### config.mk
export PLATFORM = sky130hd
export DESIGN_NAME = orb_descriptor_drain
export DESIGN_NICKNAME = d
export VERILOG_FILES = /design/src/rtl/orb_descriptor_drain_pkg.sv /design/src/rtl/orb_descriptor_drain_desc_fifo.sv /design/src/rtl/orb_descriptor_drain.sv
export SDC_FILE = /design/constraint.sdc
export NUM_CORES = 1
export LEC_CHECK = 0
export BUFFER_PORTS_ARGS = -buffer_cell sky130_fd_sc_hd__buf_2
export CORE_MARGIN = 3
export CORE_UTILIZATION = 61
export DETAILED_ROUTE_END_ITERATION = 7
export GPL_ROUTABILITY_DRIVEN = 0
export MAX_ROUTING_LAYER = met4
export PLACE_DENSITY = 0.85
export SETUP_SLACK_MARGIN = 0.15
export SYNTH_ARGS = -nofsm -noshare
export SYNTH_HDL_FRONTEND = slang
export SYNTH_HIERARCHICAL = 1
export SYNTH_SLANG_ARGS = --single-unit
### constraint.sdc
create_clock -name clk -period 11.95 [get_ports clk]
set_input_delay 0.5975 -clock clk [delete_from_list [all_inputs] [get_ports clk]]
set_output_delay 0.5975 -clock clk [all_outputs]
set_load 0.03 [all_outputs]
### src/rtl/orb_descriptor_drain_pkg.sv
// Shared constants and FSM state for the rBRIEF descriptor drain.
package orb_descriptor_drain_pkg;

  localparam int DEF_WIDTH_DESC = 256;
  localparam int DEF_WIDTH_WORD = 32;
  localparam int DEF_NW = DEF_WIDTH_DESC / DEF_WIDTH_WORD;

  typedef enum logic {
    IDLE,
    SEND
  } state_t;

endpackage

### src/rtl/orb_descriptor_drain_desc_fifo.sv
// Register FIFO of whole descriptors with a show-ahead head.
module desc_fifo #(
  parameter int WIDTH = 256,
  parameter int DEPTH = 4,
  parameter int CW = $clog2(DEPTH) + 1
) (
  input  logic             clk,
  input  logic             rst,
  input  logic             push,
  input  logic             pop,
  input  logic [WIDTH-1:0] din,
  output logic [WIDTH-1:0] head,
  output logic             full,
  output logic [CW-1:0]    count
);

  localparam int PW = $clog2(DEPTH);

  logic [WIDTH-1:0] mem [DEPTH];
  logic [PW-1:0]    wr_ptr;
  logic [PW-1:0]    rd_ptr;

  // Power-of-two depth lets the pointers wrap by overflow.
  always_ff @(posedge clk or negedge rst) begin
    if (!rst) begin
      wr_ptr <= '0;
      rd_ptr <= '0;
      count  <= '0;
    end else begin
      if (push) wr_ptr <= wr_ptr + PW'(1);
      if (pop)  rd_ptr <= rd_ptr + PW'(1);
      unique case ({push, pop})
        2'b10:   count <= count + CW'(1);
        2'b01:   count <= count - CW'(1);
        default: ;
      endcase
    end
  end

  always_ff @(posedge clk) begin
    if (push) mem[wr_ptr] <= din;
  end

  assign head = mem[rd_ptr];
  assign full = (count == CW'(DEPTH));

endmodule

### src/rtl/orb_descriptor_drain.sv
// Buffers rBRIEF descriptors and streams them out as words.
module orb_descriptor_drain
  import orb_descriptor_drain_pkg::*;
#(
  parameter int WIDTH_DESC = DEF_WIDTH_DESC,
  parameter int WIDTH_WORD = DEF_WIDTH_WORD,
  parameter int FIFO_DEPTH = 4
) (
  input  logic                          clk,
  input  logic                          rst,
  input  logic                          ena,
  input  logic [WIDTH_DESC-1:0]         descriptors,
  input  logic                          in_valid,
  output logic                          desc_full,
  output logic [WIDTH_WORD-1:0]         word_out,
  output logic                          word_valid,
  input  logic                          word_ready,
  output logic                          word_last,
  output logic                          overflow,
  output logic [$clog2(FIFO_DEPTH):0]   desc_count
);

  localparam int NW = WIDTH_DESC / WIDTH_WORD;
  localparam int IW = (NW > 1) ? $clog2(NW) : 1;
  localparam int CW = $clog2(FIFO_DEPTH) + 1;
  localparam logic [IW-1:0] LAST = IW'(NW - 1);

  logic [WIDTH_DESC-1:0] head;
  logic                  full;
  logic [CW-1:0]         count;
  logic [CW-1:0]         count_nx;
  state_t                state;
  state_t                state_nx;
  logic [IW-1:0]         idx;
  logic [IW-1:0]         idx_nx;
  logic                  last;
  logic                  fire;
  logic                  pop;
  logic                  push;

  assign word_valid = (state == SEND);
  assign last       = (idx == LAST);
  assign fire       = word_valid & word_ready;
  assign pop        = fire & last;
  // A full FIFO still takes a push when the head retires this cycle.
  assign push       = in_valid & ena & (~full | pop);

  desc_fifo #(
    .WIDTH (WIDTH_DESC),
    .DEPTH (FIFO_DEPTH),
    .CW    (CW)
  ) u_fifo (
    .clk   (clk),
    .rst   (rst),
    .push  (push),
    .pop   (pop),
    .din   (descriptors),
    .head  (head),
    .full  (full),
    .count (count)
  );

  always_comb begin
    count_nx = count;
    if (push && !pop) count_nx = count + CW'(1);
    else if (pop && !push) count_nx = count - CW'(1);
  end

  always_comb begin
    state_nx = state;
    idx_nx   = idx;
    case (state)
      IDLE: begin
        if (count_nx != '0) state_nx = SEND;
      end
      SEND: begin
        if (fire) begin
          idx_nx = last ? '0 : idx + IW'(1);
          if (last && count_nx == '0) state_nx = IDLE;
        end
      end
      default: state_nx = IDLE;
    endcase
  end

  always_ff @(posedge clk or negedge rst) begin
    if (!rst) begin
      state    <= IDLE;
      idx      <= '0;
      overflow <= 1'b0;
    end else begin
      state <= state_nx;
      idx   <= idx_nx;
      if (in_valid && ena && !push) overflow <= 1'b1;
    end
  end

  assign word_out   = word_valid ?
                      head[idx*WIDTH_WORD +: WIDTH_WORD] : '0;
  assign word_last  = word_valid & last;
  assign desc_full  = full;
  assign desc_count = count;

endmodule

Yosys cells after proc, flatten, opt, wreduce, memory -nomap -nowiden
Memories as Yosys holds them, arrays and structs flattened.
Cells that the tools add are included.
{"block": "op_classes", "n_addsub": 5, "multipliers": 0, "div": 0, "n_lt_le_gt_ge": 0, "eq_ne": 4, "shifts": 1, "n_mux": 11, "bitwise_logic": 8, "reduce_logical": 11}
{"operator": "variable part select 256 x 9 -> 32 bit", "count": 1}
{"operator": "2-to-1 mux 32 bit", "count": 1}
{"operator": "2-to-1 mux 3 bit", "count": 3}
{"operator": "adder 3 x 1 -> 3 bit, second input constant", "count": 2}
{"operator": "== test 3 bit, second input constant", "count": 2}
{"operator": "case mux 3 bit (2 select lines)", "count": 1}
{"operator": "AND 1 bit", "count": 5}
{"operator": "logical AND 1 bit", "count": 5}
{"operator": "2-to-1 mux 1 bit", "count": 5}
{"operator": "adder 2 x 1 -> 2 bit, second input constant", "count": 2}
{"operator": "logical NOT 3 bit", "count": 1}
{"operator": "nonzero test 3 bit", "count": 1}
{"operator": "subtractor 3 x 1 -> 3 bit, second input constant", "count": 1}
{"operator": "== test 2 x 1 -> 1 bit, second input constant", "count": 1}
{"operator": "== test 2 bit, second input constant", "count": 1}
{"operator": "logical NOT 1 bit", "count": 2}
{"operator": "inverter 1 bit", "count": 2}
{"operator": "case mux 1 bit (2 select lines)", "count": 1}
{"operator": "AND reduction 2 bit", "count": 1}
{"operator": "nonzero test 2 bit", "count": 1}
{"operator": "bitwise OR 1 bit", "count": 1}
{"block": "totals", "regBits": 12, "latchBits": 0, "ram_bits": 1024, "romBits": 0, "in_bits": 261, "out_inout_bits": 39, "elab_cells": 47, "memories": 1}
{"name": "u_fifo.mem", "words": 4, "width": 256, "read_ports": 1, "rd_clocked_by_memory_dff": 0, "wr": 1, "line": "orb_descriptor_drain_desc_fifo.sv:19", "text": "logic [WIDTH-1:0] mem [DEPTH];"}

Depth between registers and ports, before layout
{"block": "depth", "word_depth": 13, "depth_mapped": 10}

Modules after synthesis
Netlist, hierarchy kept.
{"mod": "desc_fifo", "n_inst": 1, "cells_per_inst": 1370, "area_each_um2": 37771.2, "seq_area_each_um2": 30924.7}
{"mod": "orb_descriptor_drain", "n_inst": 1, "cells_per_inst": 183, "area_each_um2": 2457.4, "seq_area_each_um2": 125.1}

Least setup slack after synthesis
No wires, ideal clock.
{"block": "synth_timing", "kind": "flip-flop to flip-flop", "start": "reg u_fifo.count[0]", "end": "mem u_fifo.mem[0][0], enable pin", "arrival_time_ps": 7206, "required_ps": 11301, "path_slack_ps": 4094, "path_stages_with_launch": 4, "n_path_buf": 0, "period_less_slack_ps": 7856, "cell_sequence": "dfrtp_1 nor3b_1 a21oi_1 and2_1"}
{"block": "synth_via", "elab_chain_cells": 6}
{"item": "start: declaration", "line": "orb_descriptor_drain_desc_fifo.sv:14", "text": "output logic [CW-1:0] count"}
{"item": "start signal: assignment", "line": "orb_descriptor_drain_desc_fifo.sv:33", "text": "2'b10: count <= count + CW'(1);"}
{"item": "start signal: assignment", "line": "orb_descriptor_drain_desc_fifo.sv:34", "text": "2'b01: count <= count - CW'(1);"}
{"item": "== test 3 bit", "line": "orb_descriptor_drain_desc_fifo.sv:45", "text": "assign full = (count == CW'(DEPTH));"}
{"item": "net desc_full", "line": "orb_descriptor_drain.sv:14", "text": "output logic desc_full,"}
{"item": "inverter 1 bit", "line": "orb_descriptor_drain.sv:46", "text": "assign push = in_valid & ena & (~full | pop);"}
{"item": "bitwise OR 1 bit", "line": "orb_descriptor_drain.sv:46"}
{"item": "AND 1 bit", "line": "orb_descriptor_drain.sv:46"}
{"item": "net push", "line": "orb_descriptor_drain.sv:39", "text": "logic push;"}
{"item": "2-to-1 mux 1 bit", "line": "orb_descriptor_drain_desc_fifo.sv:41", "text": "if (push) mem[wr_ptr] <= din;"}
{"item": "2-to-1 mux 1 bit (not written as such)", "line": "orb_descriptor_drain_desc_fifo.sv:41"}
{"item": "end: declaration", "line": "orb_descriptor_drain_desc_fifo.sv:19"}
The timed path passes the listed nets, and every way through them passes these cells.

Worst setup path in the final report
{"block": "layout_timing", "start": "reg u_fifo.rd_ptr[0]", "end": "out word_out[15]"}
{"block": "layout_via", "elab_chain_cells": 3}
{"item": "start: declaration", "line": "orb_descriptor_drain_desc_fifo.sv:21", "text": "logic [PW-1:0] rd_ptr;"}
{"item": "start signal: assignment", "line": "orb_descriptor_drain_desc_fifo.sv:31", "text": "if (pop) rd_ptr <= rd_ptr + PW'(1);"}
{"item": "memory (4 x 256 bit)"}
{"item": "net head[143]", "line": "orb_descriptor_drain.sv:28", "text": "logic [WIDTH_DESC-1:0] head;"}
{"item": "variable part select 256 x 9 -> 32 bit", "line": "orb_descriptor_drain.sv:99", "text": "head[idx*WIDTH_WORD +: WIDTH_WORD] : '0;"}
{"item": "2-to-1 mux 32 bit", "line": "orb_descriptor_drain.sv:98", "text": "assign word_out = word_valid ?"}
{"item": "end: declaration", "line": "orb_descriptor_drain.sv:15", "text": "output logic [WIDTH_WORD-1:0] word_out,"}
The timed path passes the listed nets, and every way through them passes these cells.

==> flow_metrics.env <==
export IMPL_hold_end="u_fifo/mem[3][210]$_DFFE_PP_"
export IMPL_coreArea_mm2=0.06481
export IMPL_yosys_top_cells_area="edfxtp_1 76%, mux4_2 12%, mux4_1 7.3%"
export IMPL_arrival_ns=5.21
export IMPL_finalPower_mw=10.99
export IMPL_max_clock_freq_mhz=172.2
export IMPL_hp_start="descriptors[210]"
export IMPL_avgSynthCellArea_um2=25.90
export IMPL_synth_compound_area_frac=0.001524
export IMPL_ctsHoldBuffers=1
export IMPL_grt_overflow=0
export IMPL_synth_enable_flop_cells=1024
export IMPL_leakage_nw=15.24
export IMPL_seq_area_frac_synth=0.7718
export IMPL_hold_path_class="in -> reg"
export IMPL_design_area_mm2=0.04586
export IMPL_regToRegEndpoint="u_fifo/mem[2][116]$_DFFE_PP_"
export IMPL_fill_cells=3544
export IMPL_wl_per_cell_um=29.87
export IMPL_grt_pass1_vias=19216
export IMPL_worstSetupStartpointType="flip-flop"
export IMPL_synth_fp_nets=1824
export IMPL_synth_top_area_share=0.7644
export IMPL_muxShareOfSynthArea=0.1987
export IMPL_period_needed_ns=5.808
export IMPL_rsz0062_at_grt="no"
export IMPL_portBuffers=299
export IMPL_die_y_um=262.8
export IMPL_reg2reg_from="idx[0]$_DFFE_PN0P_"
export IMPL_finalHoldViolCount=0
export IMPL_area_delta_synth_final_pct=13.99
export IMPL_insertion_delay_ns=0.65
export IMPL_finalWirelength_mm=86.06
export IMPL_cap_violations=0
export IMPL_grt_usage=0.2615
export IMPL_async_flop_share=0.01158
export IMPL_multi_input_area_mm2=0.008557
export IMPL_ant_nets=0
export IMPL_avgViaCountPerCell=6.265
export IMPL_cts_htree_levels=3
export IMPL_clock_sinks=1036
export IMPL_boundaryPins=300
export IMPL_synth_xor_xnor_area_share=0.001524
export IMPL_yosysMostFrequentCell="edfxtp_1"
export IMPL_regToRegSetupSlack_ns=6.53
export IMPL_synth_main_ff_cell="edfxtp_1"
export IMPL_post_cts_buffers=0
export IMPL_yosys_area_share_adder=0.003297
export IMPL_synthDistinctLibCells=34
export IMPL_postPlaceCellArea_mm2=0.04241
export IMPL_netlist_area_mm2=0.04023
export IMPL_tns_ns=0
export IMPL_cp_end_kind="primary output"
export IMPL_setup_viol=0
export IMPL_vias=18049
export IMPL_cts_tree="yes"
export IMPL_cp_max_fo=131
export IMPL_required_ns=11.35
export IMPL_firstDrtPassIters=5
export IMPL_grt_start_max_net_pins=180
export IMPL_worstHoldPathCells=1
export IMPL_dieArea_mm2=0.06907
export IMPL_nNetsFinal=2164
export IMPL_synth_top_area_cell="edfxtp_1"
export IMPL_r2r_cells=7
export IMPL_drt_iter0_markers=1915
export IMPL_yosys_warnings=6
export IMPL_fp_dieW_um=262.8
export IMPL_synth_simple_area_share=0.007465
export IMPL_slew_headroom=0.1738
export IMPL_antenna_found_initial=49
export IMPL_placementRows=93
export IMPL_yosys_top_cells_count="1024 x edfxtp_1, 208 x mux4_2, 112 x mux4_1"
export IMPL_cts_path_max_buffers=3
export IMPL_drive_gt1_frac=0.3463
export IMPL_grt_pass1_wl_mm=128.0
export IMPL_cts_made_buffers=101
export IMPL_synth_top_family_by_area="multiplexers"
export IMPL_dp_hpwl_mm=49.48
export IMPL_final_seq_area_mm2=0.03107
export IMPL_clkTransAtPathRegs_ns=0.06
export IMPL_worstMarginPinSlew_ns=1.239
export IMPL_drc=0
export IMPL_slew_violations=0
export IMPL_peakVddDrop_mv=0.3012
export IMPL_crit_type="reg -> out"
export IMPL_finalClockSkew_ns=0.02235
export IMPL_start_util=0.6207
export IMPL_cts_resized=0
export IMPL_power_density_mw_per_mm2=239.6
export IMPL_status="finished, final reports clean"
export IMPL_cts_root_buf="clkbuf_16"
export IMPL_timing_final_crit_share=0.4860
export IMPL_ys_ff_latch=1036
export IMPL_synth_cells=1553
==> placed cells by master, fill, tap and decap left out, types with 6 or more instances in the layout <==
cell type,n
edfxtp_1,1024
buf_2,299
mux4_2,208
mux4_1,112
clkbuf_16,101
diode_2,48
mux2i_1,33
nor2b_1,32
clkinv_1,21
clkinv_2,20
clkbuf_1,18
bufinv_16,11
buf_4,11
ha_1,9
dfrtp_1,7
inv_1,6
inv_6,6
buf_12,6
==> per-stage QoR <==
step,hold WS [ns],setup WS (ns),util,instances
6_report,0.1515,6.142,0.7075,2881
5_1_grt,0.1207,5.838,0.7072,2872
4_1_cts,0.1081,6.122,0.7057,2833
3_5_place_dp,0.4705,6.578,0.6544,2644
3_3_place_gp,0.4585,6.720,0.6544,2644
2_1_floorplan,0.3019,4.094,-,1553
==> worst max path at each step <==
| stage | to | slack (ns) | cells past startpoint | from |
|---|---|---|---|---|
| finish | word_out[15] | 6.14 | 7 | u_fifo/rd_ptr[0]$_DFFE_PN0P_ |
| detailed placement | u_fifo/mem[2][84]$_DFFE_PP_ | 6.58 | 7 | idx[0]$_DFFE_PN0P_ |
| global placement | u_fifo/mem[2][20]$_DFFE_PP_ | 6.72 | 7 | idx[0]$_DFFE_PN0P_ |
| CTS | word_out[15] | 6.12 | 7 | u_fifo/rd_ptr[0]$_DFFE_PN0P_ |
| global route | word_out[15] | 5.84 | 7 | u_fifo/rd_ptr[0]$_DFFE_PN0P_ |
| floorplan | u_fifo/mem[0][0]$_DFFE_PP_ | 4.09 | 3 | u_fifo/count[0]$_DFFE_PN0P_ |
==> registers in the layout, summed over array words and instances (netlist names) <==
name,cells
u_fifo/mem,1024
u_fifo/wr_ptr,2
word_valid,1
overflow,1
idx,3
u_fifo/rd_ptr,2
u_fifo/count,3
==> power by group <==
part | total, mW | internal [mW] | switching (mW)
clock | 3.13 | 1.82 | 1.31
combinational | 3.23 | 1.44 | 1.79
sequential | 4.63 | 4.42 | 0.211
==> layer usage <==
metal	wire [µm]	global-route usage	up-vias
met3	7324	0.07443	130
met1	31070	0.3260	9534
met4	1934	0.06338	0
li1	-	-	7628
met2	45730	0.4319	757
met5	0	-	-
==> worst max-delay path: stages (launching register included) <==
cell     delay (ns)
dfrtp_4        0.71
buf_12         0.70
buf_4          0.91
mux4_1         0.70
mux4_2         0.53
mux2i_1        0.48
nor2b_1        0.13
buf_2          0.20
==> kinds of logic after synthesis <==
group,after synthesis
AO/OA/AOI/OAI,8
multiplexers,356
XOR/XNOR,7
flip-flops,1036
adder cells (fa/ha/maj),10
buffers and inverters,86
AND/OR/NAND/NOR,50
==> area by class of cell <==
| type | count | share of cell area |
|---|---|---|
| antenna | 48 | 0.002619 |
| clock inverter | 65 | 0.01446 |
| timing repair buffer | 317 | 0.03727 |
| sequential | 1036 | 0.6774 |
| inverter | 6 | 0.0004911 |
| clock buffer | 123 | 0.05779 |
| tap | 855 | 0.02333 |
| multi-input combinational | 431 | 0.1866 |
Note: power is estimated with default switching activity, not from simulation.
